**src/rtl/fetch_stage.sv**
```systemverilog
// MIPS instruction fetch stage: owns the PC, drives instruction memory and holds the IF/ID register.
// Next-PC selection honours decode-stage redirects (jr > j > taken branch) with a one-bubble penalty.
module fetch_stage #(
    parameter logic [31:0] RESET_PC  = 32'h0000_0000,
    parameter logic [31:0] NOP_INSTR = 32'h0000_0000
) (
    input  logic        clk,
    input  logic        reset,
    input  logic        stall_d,
    input  logic        pc_src_d,
    input  logic [1:0]  jump_d,
    input  logic [31:0] rs_data_d,
    output logic [31:0] imem_addr,
    input  logic [31:0] imem_rdata,
    input  logic        imem_ready,
    output logic [31:0] pc_f,
    output logic [31:0] instr_d,
    output logic [31:0] pc_plus4_d,
    output logic        valid_d
);

    logic [31:0] pc_q, pc_d;
    logic [31:0] instr_q, instr_d_n;
    logic [31:0] pc_plus4_q, pc_plus4_d_n;
    logic        valid_q, valid_d_n;

    logic        is_jr, is_j, redirect;
    logic [31:0] pc_inc, jr_target, j_target, br_target, target;

    assign is_jr    = (jump_d == 2'b10);
    assign is_j     = (jump_d == 2'b01);
    // Stale decode outputs during a bubble must not redirect again.
    assign redirect = valid_q & (pc_src_d | is_j | is_jr);

    assign pc_inc    = pc_q + 32'd4;
    assign jr_target = {rs_data_d[31:2], 2'b00};
    assign j_target  = {pc_plus4_q[31:28], instr_q[25:0], 2'b00};
    assign br_target = pc_plus4_q + {{14{instr_q[15]}}, instr_q[15:0], 2'b00};

    always_comb begin
        target = br_target;
        if (is_jr) begin
            target = jr_target;
        end else if (is_j) begin
            target = j_target;
        end
    end

    always_comb begin
        pc_d         = pc_q;
        instr_d_n    = instr_q;
        pc_plus4_d_n = pc_plus4_q;
        valid_d_n    = valid_q;
        if (!stall_d) begin
            if (redirect) begin
                pc_d         = target;
                instr_d_n    = NOP_INSTR;
                pc_plus4_d_n = 32'd0;
                valid_d_n    = 1'b0;
            end else if (imem_ready) begin
                pc_d         = pc_inc;
                instr_d_n    = imem_rdata;
                pc_plus4_d_n = pc_inc;
                valid_d_n    = 1'b1;
            end else begin
                instr_d_n    = NOP_INSTR;
                pc_plus4_d_n = 32'd0;
                valid_d_n    = 1'b0;
            end
        end
    end

    always_ff @(posedge clk) begin
        if (reset) begin
            pc_q       <= RESET_PC;
            instr_q    <= NOP_INSTR;
            pc_plus4_q <= 32'd0;
            valid_q    <= 1'b0;
        end else begin
            pc_q       <= pc_d;
            instr_q    <= instr_d_n;
            pc_plus4_q <= pc_plus4_d_n;
            valid_q    <= valid_d_n;
        end
    end

    assign imem_addr  = pc_q;
    assign pc_f       = pc_q;
    assign instr_d    = instr_q;
    assign pc_plus4_d = pc_plus4_q;
    assign valid_d    = valid_q;

endmodule
```
**config.mk**
```make
export PLATFORM = sky130hd
export DESIGN_NAME = fetch_stage
export DESIGN_NICKNAME = d
export VERILOG_FILES = /design/src/rtl/fetch_stage.sv
export SDC_FILE = /design/constraint.sdc
export NUM_CORES = 1
export LEC_CHECK = 0
export CAP_MARGIN = 20
export CELL_PAD_IN_SITES_DETAIL_PLACEMENT = 0
export CELL_PAD_IN_SITES_GLOBAL_PLACEMENT = 1
export CORE_UTILIZATION = 31
export CTS_CLUSTER_DIAMETER = 40
export CTS_CLUSTER_SIZE = 40
export DETAILED_ROUTE_END_ITERATION = 8
export GPL_ROUTABILITY_DRIVEN = 0
export HOLD_SLACK_MARGIN = 0.1
export PLACE_DENSITY = 0.78
export SYNTH_ARGS = -nofsm -noshare
export SYNTH_HDL_FRONTEND = slang
export SYNTH_SLANG_ARGS = --single-unit
```
**constraint.sdc**
```tcl
create_clock -name clk -period 2.5 [get_ports clk]
set_input_delay 0.5 -clock clk [delete_from_list [all_inputs] [get_ports clk]]
set_output_delay 0.5 -clock clk [all_outputs]
set_load 0.005 [all_outputs]
```
==> results of run 1 <==
## power by group through the flow
stage	Sequential, W	Clock [W]	Combinational (W)
2_1_floorplan	0.00168	0	0.000366
3_3_place_gp	0.00167	0	0.000870
3_5_place_dp	0.00167	0	0.000877
4_1_cts	0.00163	0.00152	0.000883
5_1_grt	0.00164	0.00157	0.000965
6_report	0.00163	0.00149	0.000900
## cell type report
| type | instances | area share, % |
|---|---|---|
| inverters | 15 | 0.532 |
| clock buffers | 11 | 2.29 |
| multi-input cells | 672 | 43.2 |
| well taps | 275 | 3.25 |
| clock inverters | 5 | 0.591 |
| repair buffers | 373 | 31.8 |
| flip-flops and latches | 97 | 18.4 |
## timing repair
| item | CTS | global route |
|---|---|---|
| pin swaps | 8 | 24 |
| endpoints found under the setup margin | 10 | 17 |
| buffers inserted | 1 | 2 |
| cloned | 0 | 0 |
| gates resized for setup | 13 | 44 |
## sequential cells by signal, indices dropped and copies added (netlist names)
signal / flops
imem_addr: 32
pc_plus4_d: 32
instr_d: 32
valid_d: 1
## worst max-delay path: stages, from the launching register on
cell	delay (ns)
sky130_fd_sc_hd__dfxtp_4	0.38
sky130_fd_sc_hd__buf_6	0.15
sky130_fd_sc_hd__ha_1	0.31
sky130_fd_sc_hd__buf_4	0.14
sky130_fd_sc_hd__nand2_1	0.08
sky130_fd_sc_hd__nor2_2	0.13
sky130_fd_sc_hd__nand3_1	0.13
sky130_fd_sc_hd__a311oi_1	0.26
sky130_fd_sc_hd__buf_4	0.19
sky130_fd_sc_hd__nor2_2	0.06
sky130_fd_sc_hd__mux2i_1	0.11
sky130_fd_sc_hd__o21a_1	0.21
sky130_fd_sc_hd__o32ai_2	0.20
## per-layer routing
layer / vias to the layer above / wire (µm) / global-route usage (%)
met3: 35 / 1980 / 4.05
li1: 3786 / - / -
met4: 0 / 516 / 7.07
met2: 298 / 12500 / 38.4
met5: - / 0 / 0
met1: 3763 / 12400 / 33.2
## per-stage QoR
| stage | setup TNS (ns) | util (%) |
|---|---|---|
| 2_1_floorplan | 0 | - |
| 3_3_place_gp | -0.515 | 47.0 |
| 3_5_place_dp | -1.36 | 47.0 |
| 4_1_cts | 0 | 48.7 |
| 5_1_grt | -0.251 | 49.7 |
| 6_report | 0 | 49.7 |
## cell usage after synthesis, drive strengths merged, types with 3 or more instances
cell	count
nor2	113
dfxtp	97
a21oi	75
a22oi	66
nand2	58
o21ai	51
clkbuf	47
buf	42
nand3	39
ha	30
xnor2	28
xor2	20
a21o	16
inv	15
mux2i	14
nand4	13
a211oi	12
a31oi	12
nor3	9
o21a	9
o221ai	8
o22ai	8
a221oi	7
a311oi	6
and2	6
nor2b	6
and3	5
or3	5
and4	4
nand2b	4
o21bai	4
o311ai	4
mux2	3
nor4	3
o32ai	3
or2	3
## cell families after synthesis
logic type,Yosys count
flip-flops,97
buffers and inverters,104
AO/OA/AOI/OAI,304
AND/OR/NAND/NOR,272
adder cells (fa/ha/maj),31
XOR/XNOR,48
multiplexers,17
## how the worst min path moves through the flow
stage / endpoint / cells after the start / from / slack, ns
floorplan: imem_addr[0] / 2 / imem_addr[0] / 0.47
global route: imem_addr[1] / 2 / pc_plus4_d[1] / 0.53
detailed placement: imem_addr[0] / 2 / pc_plus4_d[0] / 0.50
finish: imem_addr[0] / 2 / pc_plus4_d[0] / 0.50
CTS: imem_addr[0] / 2 / pc_plus4_d[0] / 0.51
global placement: imem_addr[1] / 2 / pc_plus4_d[1] / 0.48
==> tab_implementation.tex, run 1 <==
\begin{tabular}{lr}
\hline
Metric & Value \\
\hline
\multicolumn{2}{l}{\textbf{Layout}} \\
\quad Number of antenna diodes & 0 \\
\quad Most frequent standard cell in the layout excluding fill and tap cells & sky130\_fd\_sc\_hd\_\_clkdlybuf4s50\_1 \\
\quad Fill count & between 2000 and 2500 \\
\quad Fraction of final layout cells sized beyond drive strength 1 & $\sim$22\% \\
\quad Post-route insts no fill & 1448 \\
\quad Most used cells in the layout excluding fill and tap cells & sky130\_fd\_sc\_hd\_\_clkdlybuf4s50\_1, sky130\_fd\_sc\_hd\_\_buf\_4, sky130\_fd\_sc\_hd\_\_nor2\_1, sky130\_fd\_sc\_hd\_\_dfxtp\_1, sky130\_fd\_sc\_hd\_\_a22oi\_1 \\
\quad Count of nets after finishing & about 1300 \\
\quad Total area of multi-input combinational cells & roughly 4600 µm² \\
\quad Area added between synthesis and finish & 55.8\% \\
\quad Reg area & approximately 2000 µm² \\
\quad Final standard cell area without fillers & roughly 11000 µm² \\
\multicolumn{2}{l}{\textbf{Synth}} \\
\quad Number of library cell types mapped by synthesis & 73 \\
\quad Area share of the largest cell type after synthesis & around 29\% \\
\quad Proportion of synthesized chip area in sequential cells & 28.6\% \\
\quad Post-Syn Instances & about 870 \\
\quad Count of flip-flops with a built-in enable after synthesis & 0 \\
\quad Combinational family with the most area after synthesis & compound AO/OA/AOI/OAI gates \\
\quad Area share of xor/xnor cells in the synthesized design & 6.30\% \\
\quad Total of warnings raised by yosys & 0 \\
\quad Share of flip-flops with an asynchronous set or reset after synthesis & 0\% \\
\quad Biggest area contributors in the synthesized netlist & sky130\_fd\_sc\_hd\_\_dfxtp\_1, sky130\_fd\_sc\_hd\_\_a22oi\_1, sky130\_fd\_sc\_hd\_\_nor2\_1 \\
\quad Number of synthesized register bits & just under 100 \\
\quad Compound-Gate Fraction of Synth Area & 29.9\% \\
\quad Top flip-flop cell by instance count after synthesis & sky130\_fd\_sc\_hd\_\_dfxtp\_1 \\
\quad Synthesized Nets & about 980 \\
\quad Share of cell area taken by muxes after synthesis & 2.56\% \\
\quad Summed instance area of the synthesized netlist & between 6000 and 7000 µm² \\
\quad Post-Synthesis Mean Instance Area & between 7 and 8 µm² \\
\quad Post-Synth Adder-Cell Area & under 10\% \\
\quad Simple logic cell fraction of the synthesized area & about a fifth \\
\quad Largest area contributor in the netlist & sky130\_fd\_sc\_hd\_\_dfxtp\_1 \\
\multicolumn{2}{l}{\textbf{Power and ir drop}} \\
\quad Final total power & 0.00402 W \\
\quad Share of total power in combinational logic & between 20 and 25\% \\
\quad Net switching fraction of the power & roughly 29\% \\
\quad Cell-internal power & approximately 0.0029 W \\
\quad Worst VDD drop & $\sim$340 µV \\
\quad Relative contribution of the clock network to total power & 37.0\% \\
\quad Switch Pwr & roughly 0.0012 W \\
\quad Power share of the sequential group & between 40\% and 50\% \\
\quad Leakage dissipation & $\sim$4.4 nW \\
\quad Power per cell area & roughly 380 nW/µm² \\
\multicolumn{2}{l}{\textbf{Critical path}} \\
\quad Startpoint of the worst-slack reg-to-reg timing path & instr\_d[15] \\
\quad Crit path arrival time & about 2.7 ns \\
\quad Endpoint of the lowest-slack register-to-register path & imem\_addr[31] \\
\quad Cells on worst reg2reg path & 12 \\
\quad Required time of the critical path & between 2 and 3 ns \\
\quad Kind of end point of the critical path & flop \\
\quad Largest fanout on the critical path & 11 \\
\quad Last element of the critical path & imem\_addr[31] \\
\quad Setup crit start & instr\_d[15] \\
\quad Crit path kind & flop to flop \\
\quad Register-to-Register Setup Slack & $\sim$0.056 ns \\
\quad Critical Path Source Type & flop \\
\multicolumn{2}{l}{\textbf{Hold path}} \\
\quad Hold/Removal Path Class & flop to flop \\
\multicolumn{2}{l}{\textbf{Timing}} \\
\quad Setup-failing EPs final & 0 \\
\quad Slew at the pin with the worst max-slew slack & 0.743 ns \\
\quad Relative slew slack & between 50\% and 60\% \\
\quad Setup repair after global routing missed its margin & true \\
\quad Setup skew after layout & 0.00687 ns \\
\quad Final cycle utilization of the critical path & between 90\% and 100\% \\
\quad Final-report max-slew violation count & 0 \\
\quad Final worst hold slack & 0.501 ns \\
\quad Number of endpoints with negative hold slack in the final report & 0 \\
\quad Final critical path time including I/O delays and setup & about 2.4 ns \\
\quad FMAX & 409 MHz \\
\quad Post-route worst setup slack & approximately 0.056 ns \\
\multicolumn{2}{l}{\textbf{Die}} \\
\quad Chip height & approximately 150 µm \\
\quad Die X-Extent & 150 µm \\
\quad Starting density of the core & 31.9\% \\
\quad Floorplan Core Area & about 21000 µm² \\
\quad Total die area & 22500 µm² \\
\quad Count of boundary I/O pins & 200 \\
\quad \# rows & between 50 and 60 \\
\multicolumn{2}{l}{\textbf{Route}} \\
\quad Via count & between 7000 and 8000 \\
\quad Routed wire length & about 27000 µm \\
\quad Iteration count of the initial detailed-routing pass & 5 \\
\quad Count of unresolved DRC violations after routing & 0 \\
\quad Avg WL per Cell & about 19 µm \\
\quad Via density & $\sim$5.4 \\
\quad Post-detailed-route count of antenna-violating nets & 0 \\
\quad Number of design-rule violations left by the first detailed-router iteration & around 570 \\
\multicolumn{2}{l}{\textbf{GRT}} \\
\quad Initial antenna violation count & 0 \\
\quad Global-route wire length before repair & about 41000 µm \\
\quad GRT Residual Overflow & 0 \\
\quad Total global routing track utilization & between 20\% and 30\% \\
\quad Largest net degree at the start of global routing & 64 \\
\quad Number of global-route vias before repair & 7504 \\
\multicolumn{2}{l}{\textbf{Clocking}} \\
\quad Total of hold buffers inserted after clock tree synthesis & 0 \\
\quad Clock Sinks & 97 \\
\quad Clock root buffer & sky130\_fd\_sc\_hd\_\_clkbuf\_16 \\
\quad Total clock buffers created by CTS & 9 \\
\quad Clock-pin slew on the worst setup and hold paths & approximately 0.070 ns \\
\quad Clock insertion delay at the later pin of the skew report & 0.36 ns \\
\quad Max Root-Sink Buffers & 2 \\
\quad Clock tree from TritonCTS & built \\
\quad CTS HTree Levels & 3 \\
\multicolumn{2}{l}{\textbf{Place}} \\
\quad Number of I/O port buffers & slightly below 200 \\
\quad Number of placed instances with taps included & 1429 \\
\quad Placed cell area & $\sim$10000 µm² \\
\quad Post-placement setup slack & -0.165 ns \\
\quad Detailed-placement wirelength estimate & about 21000 µm \\
\multicolumn{2}{l}{\textbf{Flow run}} \\
\quad \# Max-Cap Violations & 0 \\
\multicolumn{2}{l}{\textbf{Status}} \\
\quad Outcome & complete, no violations \\
\hline
\end{tabular}
Note: power is estimated with default switching activity, not from simulation.
==> run 2: changes to the inputs <==
--- a/config.mk
+++ b/config.mk
@@ -13,6 +13,7 @@
 export CTS_CLUSTER_SIZE = 40
 export DETAILED_ROUTE_END_ITERATION = 8
 export GPL_ROUTABILITY_DRIVEN = 0
+export GPL_TIMING_DRIVEN = 0
 export HOLD_SLACK_MARGIN = 0.1
 export PLACE_DENSITY = 0.78
 export SYNTH_ARGS = -nofsm -noshare
==> tab_implementation.tex, run 2 (same netlist as run 1, synthesis figures left out) <==
\begin{tabular}{lr}
\hline
Metric & Value \\
\hline
\multicolumn{2}{l}{\textbf{GRT}} \\
\quad Largest net degree at the start of global routing & 19 (-70\%) \\
\quad Number of global-route vias before repair & 7151 (-4.7\%) \\
\quad Total global routing track utilization & 25.7\% (+1.5 points) \\
\quad Initial antenna violation count & 0 (unchanged) \\
\quad Global-route wire length before repair & 42900 µm (+4.0\%) \\
\quad GRT Residual Overflow & 0 (unchanged) \\
\multicolumn{2}{l}{\textbf{Timing}} \\
\quad Relative slew slack & 45.1\% (-5.3 points) \\
\quad Setup skew after layout & 0.0123 ns (+0.00546 ns) \\
\quad Final total negative setup slack & -0.0845 ns (-0.0845 ns) \\
\quad Final worst hold slack & 0.504 ns (+0.00310 ns) \\
\quad Final-report max-slew violation count & 0 (unchanged) \\
\quad Number of endpoints with negative hold slack in the final report & 0 (unchanged) \\
\quad Slew at the pin with the worst max-slew slack & 0.823 ns (+0.0798 ns) \\
\quad Final cycle utilization of the critical path & 101\% (+3.6 points) \\
\quad Setup repair after global routing missed its margin & true \\
\quad Post-route worst setup slack & -0.0347 ns (-0.0904 ns) \\
\quad FMAX & 395 MHz (-3.6\%) \\
\quad Setup-failing EPs final & 4 (+4) \\
\quad Final critical path time including I/O delays and setup & 2.53 ns (+0.0904 ns) \\
\multicolumn{2}{l}{\textbf{Critical path}} \\
\quad Critical Path Source Type & flop \\
\quad Kind of end point of the critical path & flop \\
\quad Largest fanout on the critical path & 4 (-7) \\
\quad Crit path arrival time & 2.78 ns (+0.06 ns) \\
\quad Crit path kind & flop to flop \\
\quad Required time of the critical path & 2.74 ns (-0.04 ns) \\
\quad Cells on worst reg2reg path & 10 (-2) \\
\multicolumn{2}{l}{\textbf{Hold path}} \\
\quad Hold/Removal Path Class & flop to flop \\
\quad Hold Path Depth & 2 (unchanged) \\
\multicolumn{2}{l}{\textbf{Route}} \\
\quad Iteration count of the initial detailed-routing pass & 5 (unchanged) \\
\quad Via density & 5.68 (+4.4\%) \\
\quad Post-detailed-route count of antenna-violating nets & 0 (unchanged) \\
\quad Avg WL per Cell & 21.2 µm (+12\%) \\
\quad Metal2 WL & 12700 µm (+2.3\%) \\
\quad Number of design-rule violations left by the first detailed-router iteration & 692 (+22\%) \\
\quad Routed wire length & 29300 µm (+7.1\%) \\
\quad Via count & 7846 (-0.46\%) \\
\quad Met3 wire length & 2760 µm (+40\%) \\
\quad Count of unresolved DRC violations after routing & 0 (unchanged) \\
\quad Met1 wire length & 12800 µm (+3.3\%) \\
\quad Top layer used by detailed routing & met4 \\
\multicolumn{2}{l}{\textbf{Clocking}} \\
\quad Clock tree from TritonCTS & built \\
\quad Clock-pin slew on the worst setup and hold paths & 0.08 ns (about the same) \\
\quad CTS HTree Levels & 3 (unchanged) \\
\quad Total clock buffers created by CTS & 9 (unchanged) \\
\quad Max Root-Sink Buffers & 2 (unchanged) \\
\quad Clock Sinks & 97 (unchanged) \\
\quad Clock root buffer & sky130\_fd\_sc\_hd\_\_clkbuf\_16 \\
\quad Clock insertion delay at the later pin of the skew report & 0.36 ns (about the same) \\
\multicolumn{2}{l}{\textbf{Layout}} \\
\quad Count of nets after finishing & 1203 (-5.3\%) \\
\quad Reg area & 1980 µm² (+1.3\%) \\
\quad Total area of multi-input combinational cells & 4900 µm² (+7.3\%) \\
\quad Fraction of final layout cells sized beyond drive strength 1 & 18.9\% (-2.9 points) \\
\quad Most used cells in the layout excluding fill and tap cells & sky130\_fd\_sc\_hd\_\_clkdlybuf4s50\_1, sky130\_fd\_sc\_hd\_\_nor2\_1, sky130\_fd\_sc\_hd\_\_dfxtp\_1, sky130\_fd\_sc\_hd\_\_a22oi\_1, sky130\_fd\_sc\_hd\_\_a21oi\_1 \\
\quad Final standard cell area without fillers & 10200 µm² (-3.3\%) \\
\quad Number of antenna diodes & 0 (unchanged) \\
\quad Area added between synthesis and finish & 50.6\% \\
\quad Post-route insts no fill & 1381 (-4.6\%) \\
\quad Most frequent standard cell in the layout excluding fill and tap cells & sky130\_fd\_sc\_hd\_\_clkdlybuf4s50\_1 \\
\quad Fill count & 2045 (-1.1\%) \\
\multicolumn{2}{l}{\textbf{Flow run}} \\
\quad \# Max-Cap Violations & 0 (unchanged) \\
\multicolumn{2}{l}{\textbf{Status}} \\
\quad Violated checks & negative setup slack \\
\quad Outcome & complete, but fails checks \\
\multicolumn{2}{l}{\textbf{Die}} \\
\quad Count of boundary I/O pins & 200 (unchanged) \\
\quad Floorplan Core Area & 21300 µm² (unchanged) \\
\quad Chip height & 150 µm (unchanged) \\
\quad \# rows & 53 (unchanged) \\
\quad Starting density of the core & 31.9\% (unchanged) \\
\quad Total die area & 22500 µm² (unchanged) \\
\quad Die X-Extent & 150 µm (unchanged) \\
\multicolumn{2}{l}{\textbf{Power and ir drop}} \\
\quad Power per cell area & 394 nW/µm² (+3.6\%) \\
\quad Leakage dissipation & 3.97 nW (-9.3\%) \\
\quad Worst VDD drop & 359 µV (+4.7\%) \\
\multicolumn{2}{l}{\textbf{Place}} \\
\quad Placed cell area & 9080 µm² (-9.3\%) \\
\quad Post-placement setup slack & -0.982 ns (-0.817 ns) \\
\quad Number of I/O port buffers & 194 (-1.5\%) \\
\quad Number of placed instances with taps included & 1342 (-6.1\%) \\
\quad Detailed-placement wirelength estimate & 21700 µm (+4.2\%) \\
\hline
\end{tabular}
[run 2: changes by cell type in the layout (fill, tap and decap cells not counted), sizes merged, moves of 2 or more]
cell,before,now
buf,178,68
clkbuf,11,53
clkdlybuf4s50,195,193
clkinv,1,3
clkinvlp,2,0
inv,16,18
[run 2: critical path: stages (launching register included)]
cell                        delay, ns
sky130_fd_sc_hd__dfxtp_4         0.36
sky130_fd_sc_hd__ha_4            0.16
sky130_fd_sc_hd__fa_2            0.36
sky130_fd_sc_hd__a21o_1          0.19
sky130_fd_sc_hd__nand4_1         0.13
sky130_fd_sc_hd__nand4b_1        0.26
sky130_fd_sc_hd__nand3_2         0.21
sky130_fd_sc_hd__a21oi_4         0.09
sky130_fd_sc_hd__o21bai_2        0.18
sky130_fd_sc_hd__a2111oi_2       0.08
sky130_fd_sc_hd__or3b_1          0.40
[run 2: path summary, 6_finish.rpt]
| kind | start | endpoint | slack [ns] |
|---|---|---|---|
| worst min-delay path | pc_plus4_d[1] | imem_addr[1] | 0.50 |
| worst min register to register | pc_plus4_d[1] | imem_addr[1] | 0.50 |
| worst max register to register | instr_d[0] | imem_addr[24] | -0.03 |
| worst max-delay path | instr_d[0] | imem_addr[24] | -0.03 |
[run 2: through the flow]
stage / util, % / total power (W)
final: 48.1 / 0.00403
after global routing: 48.1 / 0.00416
after CTS: 45.8 / 0.00400
after detailed placement: 42.7 / 0.00246
after global placement: 42.7 / 0.00246
after floorplan: - / 0.00205
[run 2: power breakdown]
part	internal [W]	switching, W	leakage, nW	total (W)
Clock	0.000798	0.000720	0.153	0.00152
Combinational	0.000402	0.000433	3.02	0.000835
Sequential	0.00159	0.0000844	0.797	0.00167
[run 2: final cells by class]
| type | instances | area share (%) |
|---|---|---|
| buffer | 85 | 4.73 |
| clock buffer | 9 | 2.20 |
| clock inverter | 7 | 0.832 |
| inverter | 15 | 0.550 |
| multi-input combinational | 672 | 47.9 |
| sequential | 97 | 19.3 |
| tap | 275 | 3.36 |
| timing repair buffer | 221 | 21.1 |
[run 2: what timing repair did]
item / in CTS / in global routing
hold buffers: 0 / 0
pin swaps: 15 / 36
setup buffers: 14 / 13
gates resized for setup: 68 / 83
setup endpoints to repair: 97 / 44
cloned: 0 / 0
[run 2: layer usage]
layer | track usage (%) | vias up
li1 | - | 3666
met1 | 34.6 | 3714
met2 | 39.2 | 401
met3 | 5.73 | 65
met4 | 10.4 | 0
met5 | 0 | -
==> variant: new RTL, settings of run 2 <==
Reset style: asynchronous (`reset`), changed in one clocked block.
--- a/src/rtl/fetch_stage.sv
+++ b/src/rtl/fetch_stage.sv
@@ -70,7 +70,7 @@
         end
     end
 
-    always_ff @(posedge clk) begin
+    always_ff @(posedge clk or posedge reset) begin
         if (reset) begin
             pc_q       <= RESET_PC;
             instr_q    <= NOP_INSTR;
Check against the original RTL: differs if reset is asserted again (counterexample within 4 cycles, from zero or initial values and one cycle with reset high); with reset held inactive, the same outputs for 4 cycles.
==> variant against run 2 <==
- the flow still finishes with violations (negative setup slack)
- area after synthesis rose by 4.1%
- wire length fell by 3.2%
- cell area rose by 5.8%
- cell count fell by 1.4%
- sequential cell count did not move
- setup slack got worse by 0.70 ns
- critical path depth rose by 2
- critical endpoint is now imem_addr[31]
- highest routed layer unchanged
Power is not compared: it rests on default switching activity, and its combinational part moved more than twofold at a synthesized area within 25%.
==> variant: results <==
[status]
status = complete, but fails checks
violations = negative setup slack

[setup_path]
worstSetupPathType = reg2reg
cp-startpoint = instr_d[2]
crit_arrival_ns = 3.51
critPathMaxFanout = 4
slowest_stage = dfrtp_2
rrSetupSlack_ns = -0.74
r2r_end = imem_addr[31]
ff2ff_path_depth = 12
max_stage_delay_ns = 0.43

[yosys]
synth-main-ff-cell = dfrtp_1
syn-num-nets = 929
synthTopCellsByArea = dfrtp_1 (34%), nand2_1 (5.6%), ha_1 (5.3%)
yosysWarnings = 0
synthArstFlopShare_pct = 100
ys_seq_area_share_pct = 34.3
ys_types = 80
yosys-top-cells-count = nand2_1 (106), dfrtp_1 (97), o21ai_0 (70)

[timing]
setup_viol = 22
fin_skew_ns = 0.00914
fin_ws_ns = -0.738
slew_headroom_pct = 23.7

[clock_network]
root_buffer = clkbuf_16
path_clk_slew_ns = 0.08
clockBufferDepth = 2
cts-buffers-inserted = 9
clk_latency_ns = 0.37
h-tree-depth = 3

[pwr]
ir_drop_uv = 348
cellLeakagePower_uw = 0.00435

[route]
firstDrtPassIters = 5
drtIter0Drc = 716
via_per_inst = 5.57
wl_per_cell_um = 20.8

[hold_path]
hp-class = reg2reg

[global_routing]
antenna_found_initial = 0
grt_max_degree = 38
grt_pass1_wl_um = 42700
grt_pass1_vias = 7169
track_usage_pct = 23.9

[finish]
num_antenna_cells = 0
fin_nets = 1179
drive_gt1_share_pct = 21.3

[placed_design]
port_buffers = 195
dp.final_hpwl_um = 20800
placed_area_mm2 = 0.00948
==> variant: cell families (layout without fill, tap and decap cells) <==
group,count (synthesis),after routing,synth area share (%)
flip-flops,97,97,34.3
AND/OR/NAND/NOR,250,250,16.3
adder cells (fa/ha/maj),31,31,5.59
XOR/XNOR,53,53,6.56
AO/OA/AOI/OAI,281,281,27.4
buffers and inverters,97,352,7.15
multiplexers,18,18,2.62
==> variant: area by class of cell <==
cell class / count / area, um^2
Fill cell: 2081 / 11300
Multi-Input combinational cell: 633 / 4800
Sequential cell: 97 / 2440
Timing Repair Buffer: 245 / 2400
Buffer: 77 / 459
Tap cell: 280 / 350
Clock buffer: 9 / 225
Clock inverter: 7 / 85.1
Inverter: 14 / 57.6
==> variant: what timing repair did <==
| item | 4_1_cts | 5_1_grt |
|---|---|---|
| endpoints found under the setup margin | 67 | 56 |
| setup buffers | 30 | 18 |
| pin swaps | 60 | 32 |
| resized for setup | 105 | 47 |
==> variant: layer usage <==
metal	global-route usage, %	part of all wire [%]
met1	33.4	46
met2	37.3	44
met3	5.16	7.9
met4	5.77	1.7
met5	0	0
==> variant: worst min path at each step <==
stage / from / end / slack [ns] / depth (start not counted)
2_1_floorplan: pc_plus4_d[10] / pc_plus4_d[10] / 0.50 / 2
3_3_place_gp: pc_plus4_d[7] / pc_plus4_d[7] / 0.50 / 2
3_5_place_dp: instr_d[26] / instr_d[26] / 0.50 / 1
4_1_cts: instr_d[30] / instr_d[30] / 0.52 / 1
5_1_grt: instr_d[26] / instr_d[26] / 0.55 / 1
6_report: instr_d[31] / instr_d[31] / 0.52 / 1
==> variant: through the flow <==
step | setup WS, ns | util, % | std cells | TNS, ns | hold WS (ns)
2_1_floorplan | -0.479 | - | 827 | -2.37 | 0.501
3_3_place_gp | -1.15 | 42.7 | 1302 | -94.39 | 0.498
3_5_place_dp | -1.14 | 42.9 | 1304 | -64.82 | 0.498
4_1_cts | -0.750 | 47.5 | 1346 | -7.47 | 0.524
5_1_grt | -0.856 | 49.0 | 1362 | -11.09 | 0.547
6_report | -0.738 | 49.0 | 1362 | -8.42 | 0.518
==> variant: power by group <==
group	total (uW)	internal [uW]	leakage [uW]	switching, uW
sequential	2380	1870	0.00122	513
clock	1520	798	0.000153	724
combinational	3730	2110	0.00298	1620
==> variant: critical path, delay by kind of cell, from the launching register on <==
kind,cells,cell delay (ns)
muxes,1,0.31
adders and majority gates,1,0.24
DFF,1,0.43
and+or+nand+nor,2,0.24
buffers and inverters,1,0.21
AOI/OAI and AO/OA,7,1.71
